--- src/rtl/mci_mcu_rst_req_arb.sv ---
// Round-robin arbiter that funnels MCU-reset requests into one boot-sequencer handshake and acks the winner.
// Optional completion timeout is enabled by defining MCI_MCU_RST_REQ_TIMEOUT_EN.
module mci_mcu_rst_req_arb #(
  parameter int NUM_REQ       = 3,
  parameter int TIMEOUT_WIDTH = 16
) (
  input  logic                       clk,
  input  logic                       mci_rst,
  input  logic [NUM_REQ-1:0]         req_i,
  output logic [NUM_REQ-1:0]         ack_o,
  output logic                       ack_err_o,
  output logic [$clog2(NUM_REQ)-1:0] grant_id_o,
  output logic                       busy_o,
  output logic                       mcu_rst_req_o,
  input  logic                       seqr_wait_i,
  input  logic                       seqr_rst_active_i,
  output logic                       timeout_o,
  input  logic                       timeout_clr_i
);

  localparam int GW = $clog2(NUM_REQ);
  localparam logic [NUM_REQ-1:0] ONE     = {{(NUM_REQ-1){1'b0}}, 1'b1};
  localparam logic [GW-1:0]      LAST_ID = GW'(NUM_REQ-1);

  typedef enum logic [1:0] {
    S_IDLE      = 2'd0,
    S_REQ       = 2'd1,
    S_WAIT_DONE = 2'd2,
    S_ACK       = 2'd3
  } state_e;

  state_e               state_q;
  logic [GW-1:0]        grant_q;
  logic [GW-1:0]        ptr_q;
  logic                 mask_q;
  logic [NUM_REQ-1:0]   ack_q;
  logic                 mrr_q;

  logic [NUM_REQ-1:0]   grant_oh;
  logic [NUM_REQ-1:0]   req_m;
  logic [2*NUM_REQ-1:0] req_dbl;
  logic [NUM_REQ-1:0]   req_rot;
  logic                 win_vld;
  logic [GW-1:0]        win_id_d;
  logic [GW-1:0]        ptr_d;

  assign grant_oh = ONE << grant_q;
  assign ptr_d    = (grant_q == LAST_ID) ? '0 : grant_q + 1'b1;

  // The just-acked requester is hidden for one IDLE cycle so a late req drop is not regranted.
  assign req_m    = req_i & ~(mask_q ? grant_oh : '0);
  assign req_dbl  = {req_m, req_m} >> ptr_q;
  assign req_rot  = req_dbl[NUM_REQ-1:0];

  always_comb begin
    int sum;
    win_vld  = 1'b0;
    win_id_d = '0;
    sum      = 0;
    for (int i = NUM_REQ-1; i >= 0; i--) begin
      if (req_rot[i]) begin
        sum = int'(ptr_q) + i;
        if (sum >= NUM_REQ) sum = sum - NUM_REQ;
        win_vld  = 1'b1;
        win_id_d = sum[GW-1:0];
      end
    end
  end

`ifdef MCI_MCU_RST_REQ_TIMEOUT_EN
  localparam logic [TIMEOUT_WIDTH-1:0] CNT_LAST = {{(TIMEOUT_WIDTH-1){1'b1}}, 1'b0};

  logic [TIMEOUT_WIDTH-1:0] cnt_q;
  logic                     tmo_q;
  logic                     ack_err_q;
  logic                     tmo_hit;

  // Fires on the cycle the counter would step into all-ones and no sequencer progress wins.
  always_comb begin
    tmo_hit = 1'b0;
    if (cnt_q == CNT_LAST) begin
      case (state_q)
        S_REQ:       tmo_hit = !seqr_rst_active_i;
        S_WAIT_DONE: tmo_hit = seqr_rst_active_i || !seqr_wait_i;
        default:     tmo_hit = 1'b0;
      endcase
    end
  end

  assign timeout_o = tmo_q;
  assign ack_err_o = ack_err_q;
`else
  logic unused_tmo;
  assign unused_tmo = timeout_clr_i & (TIMEOUT_WIDTH > 0);
  assign timeout_o  = 1'b0;
  assign ack_err_o  = 1'b0;
`endif

  always_ff @(posedge clk or posedge mci_rst) begin
    if (mci_rst) begin
      state_q   <= S_IDLE;
      grant_q   <= '0;
      ptr_q     <= '0;
      mask_q    <= 1'b0;
      ack_q     <= '0;
      mrr_q     <= 1'b0;
`ifdef MCI_MCU_RST_REQ_TIMEOUT_EN
      cnt_q     <= '0;
      tmo_q     <= 1'b0;
      ack_err_q <= 1'b0;
`endif
    end else begin
      ack_q <= '0;
`ifdef MCI_MCU_RST_REQ_TIMEOUT_EN
      ack_err_q <= 1'b0;
      if (tmo_hit) begin
        tmo_q <= 1'b1;
      end else if (timeout_clr_i) begin
        tmo_q <= 1'b0;
      end
`endif
      case (state_q)
        S_IDLE: begin
          mask_q <= 1'b0;
          if (seqr_wait_i && win_vld) begin
            grant_q <= win_id_d;
            mrr_q   <= 1'b1;
            state_q <= S_REQ;
`ifdef MCI_MCU_RST_REQ_TIMEOUT_EN
            cnt_q   <= '0;
`endif
          end
        end
        S_REQ: begin
          if (seqr_rst_active_i) begin
            mrr_q   <= 1'b0;
            state_q <= S_WAIT_DONE;
`ifdef MCI_MCU_RST_REQ_TIMEOUT_EN
            cnt_q   <= cnt_q + 1'b1;
          end else if (tmo_hit) begin
            mrr_q     <= 1'b0;
            ack_q     <= grant_oh;
            ack_err_q <= 1'b1;
            state_q   <= S_ACK;
          end else begin
            cnt_q   <= cnt_q + 1'b1;
`endif
          end
        end
        S_WAIT_DONE: begin
          // seqr_rst_active_i outranks seqr_wait_i when both are seen together.
          if (seqr_wait_i && !seqr_rst_active_i) begin
            ack_q   <= grant_oh;
            state_q <= S_ACK;
`ifdef MCI_MCU_RST_REQ_TIMEOUT_EN
          end else if (tmo_hit) begin
            ack_q     <= grant_oh;
            ack_err_q <= 1'b1;
            state_q   <= S_ACK;
          end else begin
            cnt_q   <= cnt_q + 1'b1;
`endif
          end
        end
        S_ACK: begin
          ptr_q   <= ptr_d;
          mask_q  <= 1'b1;
          state_q <= S_IDLE;
        end
        default: begin
          mrr_q   <= 1'b0;
          state_q <= S_IDLE;
        end
      endcase
    end
  end

  assign ack_o         = ack_q;
  assign grant_id_o    = grant_q;
  assign busy_o        = (state_q != S_IDLE);
  assign mcu_rst_req_o = mrr_q;

endmodule
--- config.mk ---
export PLATFORM = sky130hd
export DESIGN_NAME = mci_mcu_rst_req_arb
export DESIGN_NICKNAME = d
export VERILOG_FILES = /design/src/rtl/mci_mcu_rst_req_arb.sv
export SDC_FILE = /design/constraint.sdc
export NUM_CORES = 1
export LEC_CHECK = 0
export BUFFER_PORTS_ARGS = -buffer_cell sky130_fd_sc_hd__buf_2
export CAP_MARGIN = 10
export CORE_ASPECT_RATIO = 0.6
export CORE_MARGIN = 2
export CORE_UTILIZATION = 30
export DETAILED_ROUTE_END_ITERATION = 10
export HOLD_SLACK_MARGIN = 0.15
export PLACE_DENSITY = 0.6
export SKIP_LAST_GASP = 1
export SYNTH_ARGS = -nofsm -noshare
export SYNTH_HDL_FRONTEND = slang
export SYNTH_SLANG_ARGS = --single-unit
--- constraint.sdc ---
create_clock -name clk -period 2 [get_ports clk]
set_input_delay 0.3 -clock clk [delete_from_list [all_inputs] [get_ports clk]]
set_output_delay 0.3 -clock clk [all_outputs]
set_load 0.05 [all_outputs]
==> impl_metrics.env, run 1 <==
export IMPL_final_slew_violations=0
export IMPL_power_leakage_nw=0.478
export IMPL_vias=652
export IMPL_synth_compound_gate_area_share_pct=21.2
export IMPL_slowest_stage="sky130_fd_sc_hd__dfrtp_1"
export IMPL_synthesis_area_per_instance_sq_um=10.4
export IMPL_io_buffers=13
export IMPL_post_synth_top_count_cell="sky130_fd_sc_hd__dfrtp_1"
export IMPL_worst_endpoint_arrival_ns=1.89
export IMPL_die_area_sq_um=3330
export IMPL_synth_lib_cells_used_distinct=35
export IMPL_gp_congestion=0.810
export IMPL_cp_startpoint="grant_id_o[1]$_DFFE_PP0P_"
export IMPL_syn_area_sq_um=862
export IMPL_global_route_usage_total_pct=11.9
export IMPL_worstPathRequired_ns=2.12
export IMPL_worstHoldPathType="primary input to register"
export IMPL_synth_enable_flop_cells=0
export IMPL_post_place_ws_ns=0.205
export IMPL_drt_pass1_iterations=5
export IMPL_cts_tree="done"
export IMPL_worst_path_cell_trace="mux2i_1, a21oi_1, o211ai_2, a221oi_2, mux2_1"
export IMPL_yosys_area_share_xor_xnor_pct=0
export IMPL_fin_hold_ws_ns=0.418
export IMPL_max_cap_violations=0
export IMPL_crit_path_end_kind="register"
export IMPL_hold_path_startpoint="seqr_rst_active_i"
export IMPL_critPathKind="register to register"
export IMPL_totalPowerFinal_w=0.00159
export IMPL_syn_inst=83
export IMPL_setup_viol_count_final=0
export IMPL_grt_max_degree=12
export IMPL_cp_buffers_inverters=0
export IMPL_fin_util_pct=36.0
export IMPL_crit_family="compound AO/OA/AOI/OAI gates"
export IMPL_synth_area_mux_share_pct=11.9
export IMPL_antenna_found_initial=0
export IMPL_synth_fa_ha_area_share_pct=10.2
export IMPL_synthTopCellsByArea="sky130_fd_sc_hd__dfrtp_1 (32%), sky130_fd_sc_hd__ha_1 (10%), sky130_fd_sc_hd__mux2i_1 (5.8%), sky130_fd_sc_hd__a221oi_2 (5.2%), sky130_fd_sc_hd__inv_1 (4.4%)"
export IMPL_final_hold_violation_count=0
export IMPL_insertedDiodeCount=0
export IMPL_status="complete, no violations"
export IMPL_core_rowCount=15
export IMPL_numCtsBuffers=3
export IMPL_critPathLaunchType="register"
export IMPL_wire_length_of_the_first_global_routing_pass_um=2770
export IMPL_worst_skew_pair_latency_ns=0.24
export IMPL_number_of_buffers_added_for_setup_after_cts=0
export IMPL_grt_setup_unrepaired="false"
export IMPL_final_worst_path_period_need_ns=1.77
export IMPL_start_util_pct=30.8
export IMPL_routed_via_density=4.87
export IMPL_clock_root_buffer="sky130_fd_sc_hd__clkbuf_8"
export IMPL_synth_top_cell_area_share_pct=31.9
export IMPL_die_y_um=45.5
export IMPL_post_route_cells_drive_above_1_share_pct=28.0
export IMPL_critical_path_reg2reg_startpoint="grant_id_o[1]$_DFFE_PP0P_"
export IMPL_maxClockFrequency_mhz=564
export IMPL_globalRouteOverflowTotal=0
export IMPL_first_global_vias=558
export IMPL_timing_final_ws_setup_ns=0.225
export IMPL_cpPeakStageDelay_ns=0.46
export IMPL_synth_top_family_by_area="compound AO/OA/AOI/OAI gates"
export IMPL_worst_ir_drop_vdd_mv=0.388
export IMPL_die_w_um=73.2
export IMPL_synth_top_flop_cell="sky130_fd_sc_hd__dfrtp_1"
export IMPL_synth_largest_area_cell="sky130_fd_sc_hd__dfrtp_1"
export IMPL_syn_to_final_growth_pct=16.7
export IMPL_post_cts_resized=0
export IMPL_clk_pin_slew_worst_paths_ns=0.05
export IMPL_ctsHtreeMaxLevel=1
export IMPL_ys_seq_elements=11
export IMPL_synth_commonest_cells="sky130_fd_sc_hd__dfrtp_1 (11), sky130_fd_sc_hd__inv_1 (10), sky130_fd_sc_hd__ha_1 (7), sky130_fd_sc_hd__nor2_1 (7), sky130_fd_sc_hd__mux2i_1 (5)"
export IMPL_sum_of_negative_setup_slack_ns=0
export IMPL_clock_skew_final_ns=0.00509
export IMPL_drtAntennaViolNets=0
export IMPL_power_density_normalized_to_cell_area_nw_per_um2=1590
export IMPL_part_of_the_yosys_area_used_for_sequential_elements_pct=31.9
export IMPL_boundaryPins=17
export IMPL_async_set_or_reset_flop_fraction_in_the_synthesized_netlist_pct=100
export IMPL_number_of_nets_in_the_layout=116
export IMPL_layout_worst_path_cycle_share_pct=88.7
export IMPL_initialDrtViolationCount=40
export IMPL_drc=0
export IMPL_post_dp_hpwl_um=1460
export IMPL_crit_fanout=7
export IMPL_drt_wl_total_um=1780
export IMPL_post_synth_simple_gate_area_pct=15.7
export IMPL_max_clock_path_buffers=2
export IMPL_avgRoutedWirePerCell_um=13.3
export IMPL_coreArea_sq_um=2800
export IMPL_clkSinkCount=11
export IMPL_synth_warning_count=0
## where the power goes
group	internal [W]	switching (W)
combinational	0.000404	0.000562
sequential	0.000304	0.000102
clock	0.000140	0.0000830
total	0.000847	0.000747
## worst register-to-register path, delay by kind of cell (launching register included)
family / cells / cell delay (ns)
AOI/OAI and AO/OA: 3 / 0.70
muxes: 2 / 0.51
DFF: 1 / 0.46
## path summary, 6_finish.rpt
check / end / slack (ns) / depth (start not counted)
setup / recovery: state_q[1]$_DFFE_PP0P_ / 0.23 / 5
hold / removal: ack_o[1]$_DFF_PP0_ / 0.42 / 3
setup reg to reg: state_q[1]$_DFFE_PP0P_ / 0.23 / 5
hold reg to reg: state_q[1]$_DFFE_PP0P_ / 0.56 / 1
max in group asynchronous: grant_id_o[0]$_DFFE_PP0P_ / 1.09 / 3
min in group asynchronous: ptr_q[1]$_DFFE_PP0P_ / 0.61 / 3
## layer usage
metal | GRT usage (%) | vias up | routed length, um
met5 | 0 | - | 0
met4 | 4.44 | 0 | 14
met3 | 4.65 | 2 | 91
met2 | 17.1 | 14 | 768
met1 | 16.1 | 310 | 906
li1 | - | 326 | -
## sequential cells by signal (all words and copies together) (netlist names)
signal,cells
state_q,2
mask_q,1
mcu_rst_req_o,1
ack_o,3
grant_id_o,2
ptr_q,2
## cell usage in the layout, fill, tap and decap left out, drive strengths merged, types with 2 or more instances in the layout
cell type and n:
o2bb2ai 2, mux2 4, ha 7, nand2 3, nor3b 2, a221oi 3
mux2i 5, nor3 2, conb 2, buf 15, nor2 7, dfrtp 11
o32ai 3, inv 10, and3b 2, nand2b 2, clkbuf 4, o21ai 3
## layout make-up
class | count | area, sq um
multi-input cells | 59 | 515
fillers | 290 | 1790
well taps | 34 | 42.5
clock buffers | 4 | 45.0
flip-flops and latches | 11 | 275
repair buffers | 16 | 90.1
inverters | 10 | 37.5
## stage by stage
stage | cell area [sq um] | cells
after global routing | 1010 | 134
final | 1010 | 134
after floorplan | 866 | 84
after global placement | 951 | 129
after CTS | 1010 | 134
after detailed placement | 951 | 129
## cells by family after synthesis
group	count (synthesis)
other	1
flip-flops	11
multiplexers	9
buffers and inverters	14
AO/OA/AOI/OAI	17
AND/OR/NAND/NOR	24
adder cells (fa/ha/maj)	7
## timing repair
item                                    CTS  global route
hold buffers                              1             0
endpoints found under the hold margin    11             0
endpoints found under the setup margin    0             0
No activity file was read; power rests on OpenSTA's default activity.
==> inputs of run 2 (changes only) <==
PLACE_DENSITY = unset   (was 0.6)
RECOVER_POWER = 50   (was unset)
==> impl_metrics.env, run 2 (synthesis gave the netlist of run 1 again) <==
export IMPL_critical_path_reg2reg_endpoint="state_q[1]$_DFFE_PP0P_"
export IMPL_critPathKind="register to register"
export IMPL_power_density_normalized_to_cell_area_nw_per_um2=1590
export IMPL_p_comb_share_pct=60.5
export IMPL_final_cell_area_excluding_filler_cells_sq_um=1000
export IMPL_core_rowCount=15
export IMPL_vias=653
export IMPL_clkSinkCount=11
export IMPL_placed_cell_area_sq_um=951
export IMPL_worst_skew_pair_latency_ns=0.24
export IMPL_setup_viol_count_final=0
export IMPL_slowest_stage="sky130_fd_sc_hd__dfrtp_1"
export IMPL_crit_path_end_kind="register"
export IMPL_grt_max_degree=12
export IMPL_max_clock_path_buffers=2
export IMPL_totalPowerFinal_w=0.00159
export IMPL_first_global_vias=558
export IMPL_post_dp_hpwl_um=1460
export IMPL_hold_critical_path_depth=3
export IMPL_fin_hold_ws_ns=0.418
export IMPL_crit_fanout=7
export IMPL_timing_reg2reg_setup_slack_ns=0.23
export IMPL_insertedDiodeCount=0
export IMPL_critical_path_reg2reg_startpoint="grant_id_o[1]$_DFFE_PP0P_"
export IMPL_start_util_pct=30.8
export IMPL_drtAntennaViolNets=0
export IMPL_layout_filler_cells=289
export IMPL_final_slew_violations=0
export IMPL_final_worst_path_period_need_ns=1.77
export IMPL_globalRouteOverflowTotal=0
export IMPL_drc=0
export IMPL_number_of_buffers_added_for_setup_after_cts=0
export IMPL_initialDrtViolationCount=40
export IMPL_boundaryPins=17
export IMPL_coreArea_sq_um=2800
export IMPL_tightestPinTransition_ns=0.594
export IMPL_worst_ir_drop_vdd_mv=0.388
export IMPL_critPathLaunchType="register"
export IMPL_worst_hold_path_endpoint="ack_o[1]$_DFF_PP0_"
export IMPL_layout_worst_path_cycle_share_pct=88.7
export IMPL_register_share_of_total_power_pct=25.5
export IMPL_clk_pin_slew_worst_paths_ns=0.05
export IMPL_die_y_um=45.5
export IMPL_grt_setup_unrepaired="false"
export IMPL_worst_endpoint_arrival_ns=1.89
export IMPL_worstHoldPathType="primary input to register"
export IMPL_clock_skew_final_ns=0.00509
export IMPL_worstPathRequired_ns=2.12
export IMPL_post_route_cells_drive_above_1_share_pct=26.0
export IMPL_clock_root_buffer="sky130_fd_sc_hd__clkbuf_8"
export IMPL_avgRoutedWirePerCell_um=13.3
export IMPL_drt_pass1_iterations=5
export IMPL_final_hold_violation_count=0
export IMPL_die_w_um=73.2
export IMPL_layout_cells_most_common_list="sky130_fd_sc_hd__dfrtp_1 (11), sky130_fd_sc_hd__buf_2 (11), sky130_fd_sc_hd__inv_1 (10)"
export IMPL_pwr_share_clk_pct=14.0
export IMPL_cts_tree="done"
export IMPL_drt_wl_total_um=1780
export IMPL_register_area_sq_um=275
export IMPL_antenna_found_initial=0
export IMPL_p_sw_w=0.000748
export IMPL_p_int_w=0.000847
export IMPL_syn_to_final_growth_pct=16.4
export IMPL_maxClockFrequency_mhz=564
export IMPL_number_of_nets_in_the_layout=116
export IMPL_hold_path_startpoint="seqr_rst_active_i"
export IMPL_max_cap_violations=0
export IMPL_power_leakage_nw=0.469
export IMPL_die_area_sq_um=3330
export IMPL_largest_register_ffs=3
export IMPL_worst_slew_margin_rel_pct=60.6
export IMPL_multiInputGateArea_sq_um=515
export IMPL_global_route_usage_total_pct=11.9
export IMPL_sum_of_negative_setup_slack_ns=0
export IMPL_cell_count_of_the_worst_reg_to_reg_path=5
export IMPL_io_buffers=13
export IMPL_wire_length_of_the_first_global_routing_pass_um=2770
export IMPL_cpPeakStageDelay_ns=0.46
export IMPL_netSwitchingFraction_pct=46.9
export IMPL_worst_path_cell_trace="mux2i_1, a21oi_1, o211ai_2, a221oi_2, mux2_1"
export IMPL_fin_util_pct=35.9
export IMPL_numCtsBuffers=3
export IMPL_routed_via_density=4.87
export IMPL_ctsHtreeMaxLevel=1
export IMPL_status="complete, no violations"
export IMPL_gp_congestion=0.810
run 2: cell types whose count changed in the layout (fill, tap and decap cells not counted), sizes merged:
cell,change
clkbuf,+2
buf,-2
run 2: repair_timing:
item	CTS	global route
endpoints found under the hold margin	11	0
hold buffers	1	0
gates resized for setup	0	0
run 2: worst max-delay path, delay by kind of cell, from the launching register on:
kind,cells,cell delay [ns]
compound gates,3,0.70
flops,1,0.46
mux,2,0.51
run 2: area by class of cell:
cell class | instances | share of cell area, %
Inverter | 10 | 3.74
Multi-Input combinational cell | 59 | 51.4
Sequential cell | 11 | 27.4
Timing Repair Buffer | 16 | 8.73
Tap cell | 34 | 4.24
Clock buffer | 4 | 4.49
run 2: metrics by stage:
stage               cells  worst slack, ns
detailed placement    129            0.205
finish                134            0.225
global route          134            0.102
floorplan              84           0.0473
CTS                   134            0.194
global placement      129            0.237
run 2: per-layer routing:
layer | global-route usage [%] | vias up | share of wire, %
li1 | - | 326 | -
met1 | 16.1 | 311 | 51
met2 | 17.1 | 14 | 43
met3 | 4.65 | 2 | 5.2
met4 | 4.44 | 0 | 0.79
met5 | 0 | - | 0
run 2: worst max-delay path by stage:
stage | to | cells after the start | from | slack (ns)
after floorplan | state_q[1]$_DFFE_PP0P_ | 6 | grant_id_o[1]$_DFFE_PP0P_ | 0.05
after global placement | state_q[1]$_DFFE_PP0P_ | 5 | grant_id_o[1]$_DFFE_PP0P_ | 0.24
after detailed placement | state_q[1]$_DFFE_PP0P_ | 5 | grant_id_o[1]$_DFFE_PP0P_ | 0.21
after CTS | state_q[1]$_DFFE_PP0P_ | 5 | grant_id_o[1]$_DFFE_PP0P_ | 0.19
after global routing | state_q[1]$_DFFE_PP0P_ | 5 | grant_id_o[1]$_DFFE_PP0P_ | 0.10
final | state_q[1]$_DFFE_PP0P_ | 5 | grant_id_o[1]$_DFFE_PP0P_ | 0.23
run 2: power groups by stage:
stage	clock network [W]	registers [W]	logic, W
floorplan	0	0.000489	0.000698
global placement	0	0.000402	0.000929
detailed placement	0	0.000408	0.000968
CTS	0.000235	0.000406	0.000972
global route	0.000238	0.000421	0.00105
finish	0.000223	0.000406	0.000965
==> inputs of run 3 (changes only) <==
BUFFER_PORTS_ARGS = unset   (was -buffer_cell sky130_fd_sc_hd__buf_2)
DONT_BUFFER_PORTS = 1   (was unset)
==> impl_metrics.env, run 3 (synthesis gave the netlist of run 1 again) <==
export IMPL_numPlacedInstances=117
export IMPL_cts_tree="done"
export IMPL_tightestPinTransition_ns=0.783
export IMPL_number_of_nets_in_the_layout=104
export IMPL_fin_hold_ws_ns=0.268
export IMPL_drt_wl_total_um=1720
export IMPL_maxClockFrequency_mhz=559
export IMPL_numCtsBuffers=3
export IMPL_status="complete, no violations"
export IMPL_layout_worst_path_cycle_share_pct=89.4
export IMPL_clk_pin_slew_worst_paths_ns=0.05
export IMPL_final_worst_path_period_need_ns=1.79
export IMPL_io_buffers=0
export IMPL_worst_slew_margin_rel_pct=47.8
export IMPL_grt_setup_unrepaired="false"
export IMPL_critPathKind="register to register"
export IMPL_wire_length_of_the_first_global_routing_pass_um=2600
export IMPL_netSwitchingFraction_pct=47.6
export IMPL_avgRoutedWirePerCell_um=14.1
export IMPL_final_slew_violations=0
export IMPL_worst_ir_drop_vdd_mv=0.348
export IMPL_syn_to_final_growth_pct=9.58
export IMPL_max_cap_violations=0
export IMPL_die_area_sq_um=3330
export IMPL_final_hold_violation_count=0
export IMPL_worstHoldPathType="primary input to register"
export IMPL_drt_pass1_iterations=4
export IMPL_boundaryPins=17
export IMPL_die_w_um=73.2
export IMPL_vias=623
export IMPL_pwr_share_clk_pct=14.8
export IMPL_power_density_normalized_to_cell_area_nw_per_um2=1650
export IMPL_finish_cell_count_without_fillers=122
export IMPL_first_global_vias=563
export IMPL_die_y_um=45.5
export IMPL_worst_endpoint_arrival_ns=1.92
export IMPL_grt_max_degree=12
export IMPL_power_leakage_nw=0.425
export IMPL_crit_fanout=6
export IMPL_gp_congestion=0.842
export IMPL_mostFrequentLayoutCell="sky130_fd_sc_hd__dfrtp_1"
export IMPL_routed_via_density=5.11
export IMPL_critPathLaunchType="register"
export IMPL_coreArea_sq_um=2800
export IMPL_ctsHtreeMaxLevel=1
export IMPL_layout_cells_most_common_list="sky130_fd_sc_hd__dfrtp_1 (11), sky130_fd_sc_hd__inv_1 (10), sky130_fd_sc_hd__nor2_1 (7), sky130_fd_sc_hd__ha_1 (7), sky130_fd_sc_hd__mux2i_1 (5)"
export IMPL_post_route_cells_drive_above_1_share_pct=17.0
export IMPL_clkSinkCount=11
export IMPL_fin_util_pct=33.8
export IMPL_worstPathRequired_ns=2.13
export IMPL_antenna_found_initial=0
export IMPL_core_rowCount=15
export IMPL_drtAntennaViolNets=0
export IMPL_drc=0
export IMPL_post_cts_resized=0
export IMPL_insertedDiodeCount=0
export IMPL_initialDrtViolationCount=51
export IMPL_largest_register_ffs=3
export IMPL_p_int_w=0.000817
export IMPL_worst_skew_pair_latency_ns=0.25
export IMPL_start_util_pct=30.8
export IMPL_clock_root_buffer="sky130_fd_sc_hd__clkbuf_8"
export IMPL_setup_viol_count_final=0
export IMPL_max_clock_path_buffers=2
export IMPL_register_share_of_total_power_pct=29.1
export IMPL_sum_of_negative_setup_slack_ns=0
export IMPL_timing_reg2reg_setup_slack_ns=0.21
export IMPL_globalRouteOverflowTotal=0
export IMPL_crit_path_end_kind="register"
export IMPL_number_of_buffers_added_for_setup_after_cts=0
export IMPL_global_route_usage_total_pct=11.0
export IMPL_p_sw_w=0.000741
export IMPL_p_comb_share_pct=56.1
export IMPL_clock_skew_final_ns=0.00659
## run 3: cell types whose count changed in the layout (fill, tap and decap cells not counted), sizes merged
cell | previous run | this run
clkbuf | 6 | 5
buf | 13 | 2
## run 3: layer usage
metal  up-vias  routed length [um]  GRT usage [%]
met4         0                   8           4.81
met1       300                 814           13.1
li1        304                   -              -
met5         -                   0              0
met3         2                 112           5.31
met2        17                 787           17.1
## run 3: area by class of cell
class,count,area (sq um)
Clock buffer,4,45.0
Fill cell,283,1850
Inverter,10,37.5
Multi-Input combinational cell,59,515
Sequential cell,11,275
Tap cell,34,42.5
Timing Repair Buffer,4,28.8
## run 3: through the flow
stage               setup slack (ns)  area [sq um]  total power [W]
CTS                            0.218           948          0.00158
global placement               0.250           893          0.00130
floorplan                     0.0473           866          0.00119
finish                         0.212           945          0.00156
global route                   0.108           945          0.00167
detailed placement             0.233           893          0.00134
## run 3: repair_timing
action / 4_1_cts / 5_1_grt
hold endpoints to repair: 11 / 0
hold buffers: 1 / 0
setup endpoints to repair: 0 / 0
## run 3: worst paths after layout
path	from	end	cells after the start
min reg2reg	state_q[1]$_DFFE_PP0P_	state_q[1]$_DFFE_PP0P_	1
max reg2reg	grant_id_o[1]$_DFFE_PP0P_	state_q[1]$_DFFE_PP0P_	5
min	seqr_wait_i	ack_o[1]$_DFF_PP0_	2
min in group asynchronous	mci_rst	mcu_rst_req_o$_DFFE_PP0P_	2
max in group asynchronous	mci_rst	grant_id_o[0]$_DFFE_PP0P_	2
max	grant_id_o[1]$_DFFE_PP0P_	state_q[1]$_DFFE_PP0P_	5
## run 3: worst max-delay path, stage by stage (launching register included)
cell and delay, ns:
sky130_fd_sc_hd__dfrtp_1 0.45, sky130_fd_sc_hd__mux2i_1 0.15, sky130_fd_sc_hd__a21oi_1 0.24, sky130_fd_sc_hd__o211ai_2 0.14, sky130_fd_sc_hd__a221oi_2 0.34, sky130_fd_sc_hd__mux2_1 0.35
## run 3: power groups by stage
stage | clock, W | combinational (W) | sequential, W
CTS | 0.000237 | 0.000893 | 0.000452
finish | 0.000231 | 0.000874 | 0.000453
floorplan | 0 | 0.000698 | 0.000489
global placement | 0 | 0.000854 | 0.000445
global route | 0.000249 | 0.000954 | 0.000464
detailed placement | 0 | 0.000887 | 0.000455
